===== src/rtl/seg7_ascii_pkg.sv =====
// Shared definitions for the 7-segment reverse path: segment bit order,
// settle FSM states and the canonical pattern-to-ASCII map.
package seg7_ascii_pkg;

    // Segment bit order shared with the forward decoder: bit0 = a ... bit6 = g.
    typedef struct packed {
        logic g;
        logic f;
        logic e;
        logic d;
        logic c;
        logic b;
        logic a;
    } seg_bits_t;

    typedef enum logic [1:0] {
        ST_IDLE,
        ST_SETTLE,
        ST_LOCKED
    } settle_state_t;

    typedef struct packed {
        logic [6:0] pat;
        logic [6:0] ascii;
    } rev_map_t;

    localparam logic [6:0] UNK_CHAR  = 7'h3F;
    localparam int         REV_MAP_N = 31;

    // 7'h27 and 7'h67 are the alternate '7' and '9' glyphs some decoders emit.
    localparam rev_map_t REV_MAP [REV_MAP_N] = '{
        '{7'h3F, 7'h30}, '{7'h06, 7'h31}, '{7'h5B, 7'h32}, '{7'h4F, 7'h33},
        '{7'h66, 7'h34}, '{7'h6D, 7'h35}, '{7'h7D, 7'h36}, '{7'h07, 7'h37},
        '{7'h27, 7'h37}, '{7'h7F, 7'h38}, '{7'h6F, 7'h39}, '{7'h67, 7'h39},
        '{7'h77, 7'h41}, '{7'h7C, 7'h42}, '{7'h39, 7'h43}, '{7'h5E, 7'h44},
        '{7'h79, 7'h45}, '{7'h71, 7'h46}, '{7'h3D, 7'h47}, '{7'h76, 7'h48},
        '{7'h1E, 7'h4A}, '{7'h38, 7'h4C}, '{7'h37, 7'h4E}, '{7'h73, 7'h50},
        '{7'h31, 7'h52}, '{7'h3E, 7'h55}, '{7'h6E, 7'h59},
        '{7'h40, 7'h2D}, '{7'h08, 7'h5F}, '{7'h48, 7'h3D}, '{7'h00, 7'h20}
    };

endpackage


===== src/rtl/seg7_pattern_lookup.sv =====
// Combinational reverse map: normalized (active-high) segment pattern to
// ASCII, flagging patterns with no canonical glyph.
module seg7_pattern_lookup
    import seg7_ascii_pkg::*;
(
    input  seg_bits_t  i_pat,
    output logic [6:0] o_ascii,
    output logic       o_unk
);

    always_comb begin
        // NOTE: every output gets a default before the search loop; a path that
        // leaves an output unassigned in always_comb would infer a latch.
        o_ascii = UNK_CHAR;
        o_unk   = 1'b1;
        for (int i = 0; i < REV_MAP_N; i++) begin
            if (i_pat == REV_MAP[i].pat) begin
                o_ascii = REV_MAP[i].ascii;
                o_unk   = 1'b0;
            end
        end
    end

endmodule


===== src/rtl/seg7_ascii_reader.sv =====
// Samples a multiplexed 7-segment bus, waits for each digit to settle and
// queues changed characters as {idx, ascii, unk} behind a valid/ready port.
module seg7_ascii_reader
    import seg7_ascii_pkg::*;
#(
    parameter  int DIGITS = 4,
    parameter  int STABLE = 4,
    parameter  int DEPTH  = 4,
    localparam int IW     = (DIGITS > 1) ? $clog2(DIGITS) : 1
) (
    input  logic              CLK,
    input  logic              RST_N,
    input  logic              EN,
    input  logic              AL,
    input  logic [6:0]        SEG,
    input  logic [DIGITS-1:0] DIG,
    input  logic              READY,
    input  logic              CLR,
    output logic              VALID,
    output logic [6:0]        D,
    output logic [IW-1:0]     IDX,
    output logic              UNK,
    output logic              OVF
);

    localparam int PW = $clog2(DEPTH);
    localparam int CW = PW + 1;

    typedef struct packed {
        logic [IW-1:0] idx;
        logic [6:0]    ascii;
        logic          unk;
    } entry_t;

    logic [6:0]    w_pat;
    logic          w_onehot;
    logic [IW-1:0] w_dig_idx;
    logic          w_same;
    logic [7:0]    w_cnt_inc;

    settle_state_t     r_state;
    logic [7:0]        r_cnt;
    logic [DIGITS-1:0] r_dig;
    logic [6:0]        r_pat;
    logic              r_acc;
    logic [IW-1:0]     r_acc_idx;
    logic [6:0]        r_acc_pat;

    assign w_pat     = SEG ^ {7{~AL}};
    assign w_onehot  = $onehot(DIG);
    assign w_same    = (DIG == r_dig) && (w_pat == r_pat);
    assign w_cnt_inc = (r_cnt == 8'hFF) ? r_cnt : r_cnt + 8'd1;

    always_comb begin
        w_dig_idx = '0;
        for (int i = 0; i < DIGITS; i++) begin
            if (DIG[i]) w_dig_idx = IW'(i);
        end
    end

    // Acceptance is a one-cycle pulse; the FIFO push happens on the next cycle.
    always_ff @(posedge CLK or negedge RST_N) begin
        if (!RST_N) begin
            r_state   <= ST_IDLE;
            r_cnt     <= 8'd0;
            r_dig     <= '0;
            r_pat     <= 7'd0;
            r_acc     <= 1'b0;
            r_acc_idx <= '0;
            r_acc_pat <= 7'd0;
        end else begin
            // NOTE: non-blocking assignments throughout, so every register
            // reads pre-edge values regardless of statement order.
            r_acc <= 1'b0;
            if (!EN || !w_onehot) begin
                r_state <= ST_IDLE;
                r_cnt   <= 8'd0;
            end else begin
                case (r_state)
                    ST_IDLE: begin
                        r_dig   <= DIG;
                        r_pat   <= w_pat;
                        r_cnt   <= 8'd1;
                        r_state <= ST_SETTLE;
                    end
                    ST_SETTLE: begin
                        if (w_same) begin
                            r_cnt <= w_cnt_inc;
                            if (w_cnt_inc == 8'(STABLE)) begin
                                r_state   <= ST_LOCKED;
                                r_acc     <= 1'b1;
                                r_acc_idx <= w_dig_idx;
                                r_acc_pat <= r_pat;
                            end
                        end else begin
                            r_dig <= DIG;
                            r_pat <= w_pat;
                            r_cnt <= 8'd1;
                        end
                    end
                    ST_LOCKED: begin
                        if (w_same) begin
                            r_cnt <= w_cnt_inc;
                        end else begin
                            r_dig   <= DIG;
                            r_pat   <= w_pat;
                            r_cnt   <= 8'd1;
                            r_state <= ST_SETTLE;
                        end
                    end
                    default: r_state <= ST_IDLE;
                endcase
            end
        end
    end

    logic [6:0]  w_ascii;
    logic        w_unk;
    logic        w_new;
    logic        w_push;
    entry_t      w_entry;

    logic [DIGITS-1:0] r_seen;
    logic [6:0]        r_last [DIGITS];

    seg7_pattern_lookup u_lookup (
        .i_pat   (r_acc_pat),
        .o_ascii (w_ascii),
        .o_unk   (w_unk)
    );

    assign w_new   = !r_seen[r_acc_idx] || (r_last[r_acc_idx] != r_acc_pat);
    assign w_push  = r_acc && w_new;
    assign w_entry = '{idx: r_acc_idx, ascii: w_ascii, unk: w_unk};

    always_ff @(posedge CLK or negedge RST_N) begin
        if (!RST_N) begin
            r_seen <= '0;
        end else if (r_acc) begin
            r_seen[r_acc_idx] <= 1'b1;
        end
    end

    entry_t        r_mem [DEPTH];
    logic [PW-1:0] r_wr;
    logic [PW-1:0] r_rd;
    logic [CW-1:0] r_count;
    logic          r_valid;
    logic [6:0]    r_d;
    logic [IW-1:0] r_idx;
    logic          r_unk;
    logic          r_ovf;

    logic          w_pop;
    logic          w_full;
    logic          w_push_ok;
    logic          w_drop;
    logic [CW-1:0] w_count_n;
    logic [PW-1:0] w_rd_n;
    entry_t        w_head_n;

    assign w_pop     = r_valid && READY;
    assign w_full    = (r_count == CW'(DEPTH));
    assign w_push_ok = w_push && (!w_full || w_pop);
    assign w_drop    = w_push && w_full && !w_pop;
    assign w_count_n = r_count + CW'(w_push_ok) - CW'(w_pop);
    assign w_rd_n    = r_rd + PW'(w_pop);
    // The next head is the entry being written only when it lands in the head slot.
    assign w_head_n  = (w_push_ok && (r_wr == w_rd_n)) ? w_entry : r_mem[w_rd_n];

    // NOTE: FIFO storage and the last-pattern table carry no reset; they are
    // only read behind r_count and r_seen, which are reset.
    always_ff @(posedge CLK) begin
        if (w_push_ok) r_mem[r_wr] <= w_entry;
        if (r_acc)     r_last[r_acc_idx] <= r_acc_pat;
    end

    always_ff @(posedge CLK or negedge RST_N) begin
        if (!RST_N) begin
            r_wr    <= '0;
            r_rd    <= '0;
            r_count <= '0;
            r_valid <= 1'b0;
            r_d     <= 7'd0;
            r_idx   <= '0;
            r_unk   <= 1'b0;
            r_ovf   <= 1'b0;
        end else begin
            if (w_push_ok) r_wr <= r_wr + PW'(1);
            r_rd    <= w_rd_n;
            r_count <= w_count_n;
            r_valid <= (w_count_n != '0);
            if (w_count_n != '0) begin
                r_d   <= w_head_n.ascii;
                r_idx <= w_head_n.idx;
                r_unk <= w_head_n.unk;
            end else begin
                r_d   <= 7'd0;
                r_idx <= '0;
                r_unk <= 1'b0;
            end
            if (w_drop)   r_ovf <= 1'b1;
            else if (CLR) r_ovf <= 1'b0;
        end
    end

    assign VALID = r_valid;
    assign D     = r_d;
    assign IDX   = r_idx;
    assign UNK   = r_unk;
    assign OVF   = r_ovf;

endmodule

===== config.mk =====
export PLATFORM = sky130hd
export DESIGN_NAME = seg7_ascii_reader
export DESIGN_NICKNAME = d
export VERILOG_FILES = /design/src/rtl/seg7_ascii_pkg.sv /design/src/rtl/seg7_pattern_lookup.sv /design/src/rtl/seg7_ascii_reader.sv
export SDC_FILE = /design/constraint.sdc
export NUM_CORES = 1
export LEC_CHECK = 0
export BUFFER_PORTS_ARGS = -buffer_cell sky130_fd_sc_hd__buf_2
export CAP_MARGIN = 20
export CORE_MARGIN = 2
export CORE_UTILIZATION = 25
export DETAILED_ROUTE_END_ITERATION = 10
export GPL_TIMING_DRIVEN = 1
export PLACE_DENSITY = 0.5
export SKIP_CTS_REPAIR_TIMING = 1
export SLEW_MARGIN = 20
export SYNTH_ARGS = -nofsm -noshare
export SYNTH_HDL_FRONTEND = slang
export SYNTH_HIERARCHICAL = 1
export SYNTH_SLANG_ARGS = --single-unit

===== constraint.sdc =====
create_clock -name CLK -period 4.49 [get_ports CLK]
set_clock_uncertainty 0.1 [all_clocks]
set_input_delay 0 -clock CLK [delete_from_list [all_inputs] [get_ports CLK]]
set_output_delay 0 -clock CLK [all_outputs]
set_load 0.02 [all_outputs]

==> qor.csv, run 1 <==
metric;value;unit
hold_ws;-0.0194;ns
synth_area;0.00634;mm²
fp.dieH;163;µm
routed_wl;13.7;mm
num_io_pins;29;
tns;0;ns
h-tree-depth;4;
grt_pass1_vias;4190;
start_kind;flip-flop;
drc;0;
synth_top_family_by_area;simple AND/OR/NAND/NOR gates;
core;0.0250;mm²
worst_pin_slew;1.03;ns
path_class;reg -> reg;
rsz0062_at_grt;false;
fmax;244;MHz
seq_area_frac_synth;53.5;%
fin_crit_sh;91.1;%
drt_iter0_drc;237;
cts_inserted_buffers;17;
dr.pass1.iters;5;
ys_types;72;
synth-compound-area-share;7.02;%
syn_to_final_growth;18.9;%
async_reset_ff_share;44.3;%
rows;58;
ys.flop_type;edfxtp_1;
synth_cells;496;
cts_buffer_depth;2;
synth.area.mux_share;12.1;%
path_clk_slew;0.06;ns
synthAdderAreaFrac;3.59;%
drive_gt1_share;22.1;%
clk_latency;0.41;ns
outcome;complete, but fails checks;
clock-sinks;122;
hpwl;9.28;mm
num_vias;4149;
post_synth_and_or_nand_nor_area_fraction;14.4;%
grt_max_degree;55;
hold_violations;2;
hold_class;in -> reg;
violations;negative hold slack;
cp.required;4.68;ns
synthXorXnorAreaFrac;5.23;%
min_period;4.09;ns
vias_per_cell;4.70;
ys_warn_count;6;
setup_violations;0;
syn_avg_cell_area;12.8;µm²
syn_nets;530;
grt_pass1_wl;22.6;mm
cp_max_fo;21;
fin_util;30.1;%
layout.nets;574;
power_leakage;2.85;nW
gp_congestion;0.822;
arrival;4.28;ns
grt.overflow.total;0;
start_util;25.3;%
cp-end-kind;flip-flop;
ys_ff_latch;122;
power_density;389;mW/mm²
ir_drop;0.236;mV
n_fill_cell;2540;
grt_usage;10.9;%
die_area;0.0267;mm²
antenna_found_initial;0;
num_antenna_cells;0;
cts-root-buf;clkbuf_16;
fp.dieW;163;µm
synth_edf_count;68;
portBuffers;28;
drtAntennaViolNets;0;
slew_viol_final;0;
avgRoutedWirePerCell;15.5;µm
maxSlewHeadroom;30.8;%
max-cap-violations;0;
cts_tree;yes;
-- per-stage QoR --
stage / hold WS (ns) / setup slack (ns) / instances / area [µm²] / total power (W)
finish: -0.0194 / 0.399 / 883 / 7540 / 0.00293
global route: 0.0212 / 0.0332 / 883 / 7540 / 0.00307
CTS: -0.351 / 0.0639 / 870 / 7400 / 0.00296
detailed placement: 0.0942 / 0.0868 / 838 / 6830 / 0.00163
global placement: 0.0895 / 0.251 / 838 / 6830 / 0.00161
floorplan: -0.396 / 0.636 / 496 / 6340 / 0.00154
-- registers in the layout, indices dropped and copies added (netlist names), 2 cells and up --
register / count
IDX: 2
r_dig: 4
r_state: 2
r_acc_pat: 7
r_rd: 2
r_pat: 7
r_cnt: 8
D: 7
r_seen: 4
r_wr: 2
r_count: 3
r_mem: 40
r_last: 28
r_acc_idx: 2
-- layer usage --
layer / part of all wire [%] / global-route usage [%] / vias to the layer above
met5: 0 / 0 / -
met4: 0.87 / 3.14 / 0
met3: 4.4 / 2.97 / 11
met2: 48 / 17.5 / 104
met1: 47 / 14.3 / 2072
li1: - / - / 1962
-- power by group --
part	switching (W)	internal, W	leakage, nW
clock	0.000505	0.000815	0.269
sequential	0.0000515	0.00123	1.33
combinational	0.000170	0.000157	1.25
-- cell families (layout without fill, tap and decap cells) --
group           count (synthesis)  after routing
compound gates                 62             62
xor+xnor                       37             37
fa+ha+maj                      17             17
buf+inv                        50            107
flops                         122            122
mux                            51             51
simple gates                  157            157
-- cells in the final DEF (no fill, tap or decap), types with 5 or more instances in the layout --
master,count
xor2_1,16
and2_1,6
buf_2,28
mux2_4,9
a21oi_1,15
nand2_1,38
a31oi_1,5
mux4_2,16
dlygate4sd3_1,13
nor4bb_1,5
nor3_1,5
mux2i_1,15
o21ai_0,5
nor4_1,10
or2_2,6
mux2_2,10
clkinvlp_4,5
clkbuf_16,17
ha_1,15
nand4_1,10
inv_1,20
dfrtp_1,53
edfxtp_1,68
nor2_1,13
xnor2_1,20
a211o_1,5
nand3_1,21
buf_4,14
and3_1,7
-- critical path, cell delays in order, from the launching register on --
cell	delay [ns]
dfrtp_2	0.56
mux4_2	0.56
xnor2_1	0.17
nand4_1	0.17
nor4_4	0.25
nor2_1	0.11
inv_1	0.07
ha_1	0.22
inv_1	0.05
ha_1	0.14
inv_1	0.05
fa_1	0.37
xnor2_1	0.15
xnor2_1	0.14
or3_2	0.63
nand2_1	0.16
mux2i_1	0.08
-- area by class of cell --
class	count	area (µm²)	share of cell area, %
Clock inverter	15	151	2.01
Clock buffer	17	425	5.64
Timing Repair Buffer	55	375	4.98
Sequential cell	122	3390	45.0
Tap cell	330	413	5.48
Multi-Input combinational cell	324	2700	35.9
Inverter	20	75.1	0.996
-- path summary, 6_finish.rpt --
| check | start | end | slack (ns) | cells after the start |
|---|---|---|---|---|
| setup / recovery | r_acc_idx[0] | D[4] | 0.40 | 16 |
| hold / removal | EN | r_cnt[7] | -0.02 | 3 |
| setup reg to reg | r_acc_idx[0] | D[4] | 0.40 | 16 |
| hold reg to reg | r_seen[3] | r_seen[3] | 0.37 | 1 |
| max in group asynchronous | RST_N | r_acc_idx[0] | 3.59 | 3 |
| min in group asynchronous | RST_N | D[0] | 0.16 | 3 |
-- cell usage after synthesis (all sizes together) (10+ instances only) --
cell type / number / share of area, %
xor2: 17 / 2.5
xnor2: 20 / 2.8
mux2i: 15 / 2.4
mux4: 16 / 5.7
ha: 15 / 3.0
edfxtp: 68 / 32
nand4: 10 / 0.99
inv: 20 / 1.2
buf: 24 / 2.5
nand2: 38 / 2.2
a21oi: 15 / 1.2
nor4: 12 / 1.4
mux2: 20 / 4.1
dfrtp: 54 / 21
nor2: 13 / 0.77
nand3: 21 / 1.7
Power figures use the tool's default switching activity.
==> run 2, diff against run 1 <==
Settings changed: SETUP_SLACK_MARGIN from default to 0.5.
==> qor.csv, run 2 (synthesis results as in run 1) <==
metric;value;unit
start_util;25.3;%
grt_max_degree;55;
min_period;3.90;ns
h-tree-depth;4;
drc;0;
num_antenna_cells;0;
maxSlewHeadroom;30.5;%
violations;negative hold slack;
ir_drop;0.237;mV
dp_slack;0.0868;ns
drive_gt1_share;24.3;%
power_leakage;2.90;nW
fin_crit_sh;86.8;%
num_io_pins;29;
max-cap-violations;0;
top_regs;r_mem: 40 flops, r_last: 28 flops, r_cnt: 8 flops;
routed_wl;14.0;mm
worst_pin_slew;1.03;ns
hold_class;in -> reg;
fp.dieW;163;µm
fin_ws;0.593;ns
syn_to_final_growth;20.3;%
fp.dieH;163;µm
tns;0;ns
outcome;complete, but fails checks;
place_area;0.00683;mm²
start_kind;flip-flop;
die_area;0.0267;mm²
drt_iter0_drc;219;
layout_common_cells;edfxtp_1 (68), dfrtp_1 (52), nand2_1 (36), buf_2 (28), nand3_1 (21);
cp.required;4.68;ns
setup_violations;0;
layout.nets;580;
avgRoutedWirePerCell;15.8;µm
final_common_cell;edfxtp_1;
antenna_found_initial;0;
cts_inserted_buffers;17;
grt_usage;10.9;%
grt_pass1_wl;22.6;mm
clk_latency;0.41;ns
vias_per_cell;4.71;
path_clk_slew;0.06;ns
arrival;4.08;ns
gp_congestion;0.822;
grt.overflow.total;0;
clock-sinks;122;
cts-root-buf;clkbuf_16;
num_vias;4186;
rows;58;
cp_max_fo;10;
largest-register;r_mem;
slew_viol_final;0;
cp-end-kind;flip-flop;
power_density;391;mW/mm²
cts_buffer_depth;2;
path_class;reg -> reg;
n_fill_cell;2534;
fmax;257;MHz
drtAntennaViolNets;0;
portBuffers;28;
hold_violations;2;
grt_pass1_vias;4190;
core;0.0250;mm²
hold_ws;-0.0215;ns
finalInstanceArea;0.00763;mm²
dr.pass1.iters;5;
hpwl;9.28;mm
rsz0062_at_grt;true;
cts_tree;yes;
largest_reg_flops;40;
[run 2: cell types whose count changed in the layout (fill, tap and decap cells not counted), sizes merged]
cell / previous run / this run
buf: 42 / 46
or3: 5 / 7
[run 2: layout make-up]
cell class / count / area, µm² / area share, %
Inverter: 20 / 75.1 / 0.984
Timing Repair Buffer: 59 / 405 / 5.31
Tap cell: 330 / 413 / 5.41
Multi-Input combinational cell: 326 / 2760 / 36.2
Clock buffer: 17 / 425 / 5.58
Sequential cell: 122 / 3400 / 44.5
Clock inverter: 15 / 151 / 1.98
[run 2: metrics by stage]
| step | utilization [%] | instances | hold WS, ns | total power (W) |
|---|---|---|---|---|
| floorplan | - | 496 | -0.396 | 0.00154 |
| detailed placement | 27.3 | 838 | 0.0942 | 0.00163 |
| global route | 30.5 | 889 | 0.0212 | 0.00312 |
| finish | 30.5 | 889 | -0.0215 | 0.00298 |
| global placement | 27.3 | 838 | 0.0895 | 0.00161 |
| CTS | 29.6 | 870 | -0.351 | 0.00296 |
[run 2: critical path, cell delays in order, from the launching register on]
cell	delay, ns
dfrtp_4	0.48
mux4_2	0.54
xnor2_2	0.16
nand4_1	0.18
nor4_4	0.40
nor2_2	0.06
inv_1	0.06
ha_1	0.22
inv_1	0.06
ha_1	0.14
inv_1	0.05
fa_2	0.35
xnor2_2	0.15
xnor2_2	0.19
or3_4	0.47
nand2_1	0.10
mux2i_1	0.07
[run 2: per-layer routing]
layer  wire length [µm]  share of wire, %  global-route usage, %  vias to the layer above
met2               6790                48                   17.5                      106
met3                612               4.4                   2.97                       13
met5                  0                 0                      0                        -
li1                   -                 -                      -                     1979
met4                129              0.92                   3.14                        0
met1               6490                46                   14.3                     2088
[run 2: final timing paths]
path,endpoint,from,depth (start not counted),slack (ns)
max,D[1],r_acc_idx[0],16,0.59
min,r_cnt[7],EN,3,-0.02
max reg2reg,D[1],r_acc_idx[0],16,0.59
min reg2reg,r_seen[3],r_seen[3],1,0.37
max in group asynchronous,r_acc_idx[0],RST_N,3,3.57
min in group asynchronous,D[0],RST_N,3,0.16
[run 2: power breakdown]
group / switching (W) / internal [W]
Combinational: 0.000193 / 0.000185
Clock: 0.000505 / 0.000815
Sequential: 0.0000522 / 0.00123
==> run 3, diff against run 2 <==
Settings changed: CORE_UTILIZATION 25 to 33, PLACE_DENSITY 0.5 to 0.59.
==> qor.csv, run 3 (synthesis results as in run 1) <==
metric;value;unit
hpwl;8.95;mm
cp_top_family;simple AND/OR/NAND/NOR gates;
ir_drop;0.248;mV
grt_pass1_wl;21.7;mm
portBuffers;28;
path_cells;buf_2 > buf_4 > mux4_2 > xor2_2 > nor4_4 > nor2_2 > inv_1 > ha_1 > inv_1 > ha_2 > inv_2 > fa_2 > xnor2_2 > xnor2_2 > or3_4 > nand2_1 > mux2i_1;
hold_ws;0.00679;ns
num_io_pins;29;
arrival;4.07;ns
drtAntennaViolNets;0;
routed_wl;13.7;mm
rsz0062_at_grt;true;
maxSlewHeadroom;24.5;%
fmax;257;MHz
hold_violations;0;
fin_crit_sh;86.5;%
core;0.0188;mm²
largest_reg_flops;40;
top_regs;r_mem: 40 flops, r_last: 28 flops, r_cnt: 8 flops;
setup_violations;0;
power_frac_comb;12.8;%
path_class;reg -> reg;
cts_inserted_buffers;17;
final_cell_count_no_fill;797;
drt_iter0_drc;309;
multi_input_area;0.00277;mm²
largest-register;r_mem;
clk_latency;0.41;ns
h-tree-depth;4;
hold_class;in -> reg;
internal_power;0.00224;W
cp_num_buf_inv;5;
slew_viol_final;0;
max-cap-violations;0;
p_sw_share;25.2;%
drive_gt1_share;25.0;%
critPathSlowestCell;mux4_2;
p_clk_share;44.2;%
vias_per_cell;5.33;
n_fill_cell;1767;
tns;0;ns
cp-end-kind;flip-flop;
hold_depth;3;
grt_max_degree;55;
start_kind;flip-flop;
start_util;33.8;%
grt.overflow.total;0;
min_period;3.88;ns
r2r_cells;17;
p_sw;0.000757;W
worst-path-stages;17;
num_antenna_cells;0;
layout.nets;584;
grt_pass1_vias;4086;
worst_pin_slew;1.12;ns
cp_max_fo;6;
outcome;finished clean;
fp.dieW;143;µm
rows;50;
cts_tree;yes;
gp_congestion;0.797;
drc;0;
antenna_found_initial;0;
seq_area;0.00340;mm²
syn_to_final_growth;18.9;%
path_clk_slew;0.06;ns
cts_buffer_depth;2;
final_common_cell;edfxtp_1;
power_density;398;mW/mm²
die_area;0.0203;mm²
power_frac_seq;42.9;%
power_leakage;2.90;nW
cts-root-buf;clkbuf_16;
layout_common_cells;edfxtp_1 (68), dfrtp_1 (52), nand2_1 (35), buf_2 (29), nand3_1 (21);
fp.dieH;143;µm
dr.pass1.iters;5;
clock-sinks;122;
avgRoutedWirePerCell;17.2;µm
slowest_delay;0.51;ns
dp.cells;742;
grt_usage;13.8;%
cp.required;4.67;ns
num_vias;4246;
## run 3: layer usage
layer	global-route usage (%)	share of wire, %
met2	23.0	50
met3	2.98	3.7
met1	18.0	45
met5	0	0
met4	4.06	1.2
## run 3: area by class of cell
cell class | count | share of cell area [%]
clock inverters | 15 | 1.97
inverters | 20 | 0.995
well taps | 234 | 3.88
repair buffers | 63 | 5.77
clock buffers | 17 | 5.64
flip-flops and latches | 122 | 45.1
multi-input cells | 326 | 36.7
## run 3: power groups by stage
stage	Combinational (W)	Clock (W)	Sequential (W)
2_1_floorplan	0.000252	0	0.00129
3_3_place_gp	0.000306	0	0.00130
3_5_place_dp	0.000322	0	0.00131
4_1_cts	0.000320	0.00135	0.00129
5_1_grt	0.000427	0.00140	0.00130
6_report	0.000386	0.00133	0.00129
## run 3: worst register-to-register path: cells and delay by family, from the launching register on
kind / cells / cell delay [ns]
buf+inv: 5 / 0.46
flops: 1 / 0.47
mux: 2 / 0.60
fa+ha+maj: 3 / 0.73
xor+xnor: 3 / 0.51
simple gates: 4 / 0.87
## run 3: final timing paths
check / from / to / slack (ns)
setup reg to reg: r_acc_idx[0] / D[2] / 0.61
hold / removal: AL / r_pat[1] / 0.007
min in group asynchronous: RST_N / D[4] / 0.15
hold reg to reg: r_seen[3] / r_seen[3] / 0.36
setup / recovery: r_acc_idx[0] / D[2] / 0.61
max in group asynchronous: RST_N / r_acc_idx[0] / 3.58
## run 3: metrics by stage
| stage | setup slack, ns | power, W | cell area (µm²) | util [%] |
|---|---|---|---|---|
| floorplan | 0.636 | 0.00154 | 6340 | - |
| global placement | 0.310 | 0.00161 | 6710 | 35.7 |
| detailed placement | 0.0830 | 0.00163 | 6710 | 35.7 |
| CTS | 0.0511 | 0.00296 | 7280 | 38.8 |
| global route | 0.436 | 0.00313 | 7540 | 40.2 |
| finish | 0.606 | 0.00300 | 7540 | 40.2 |
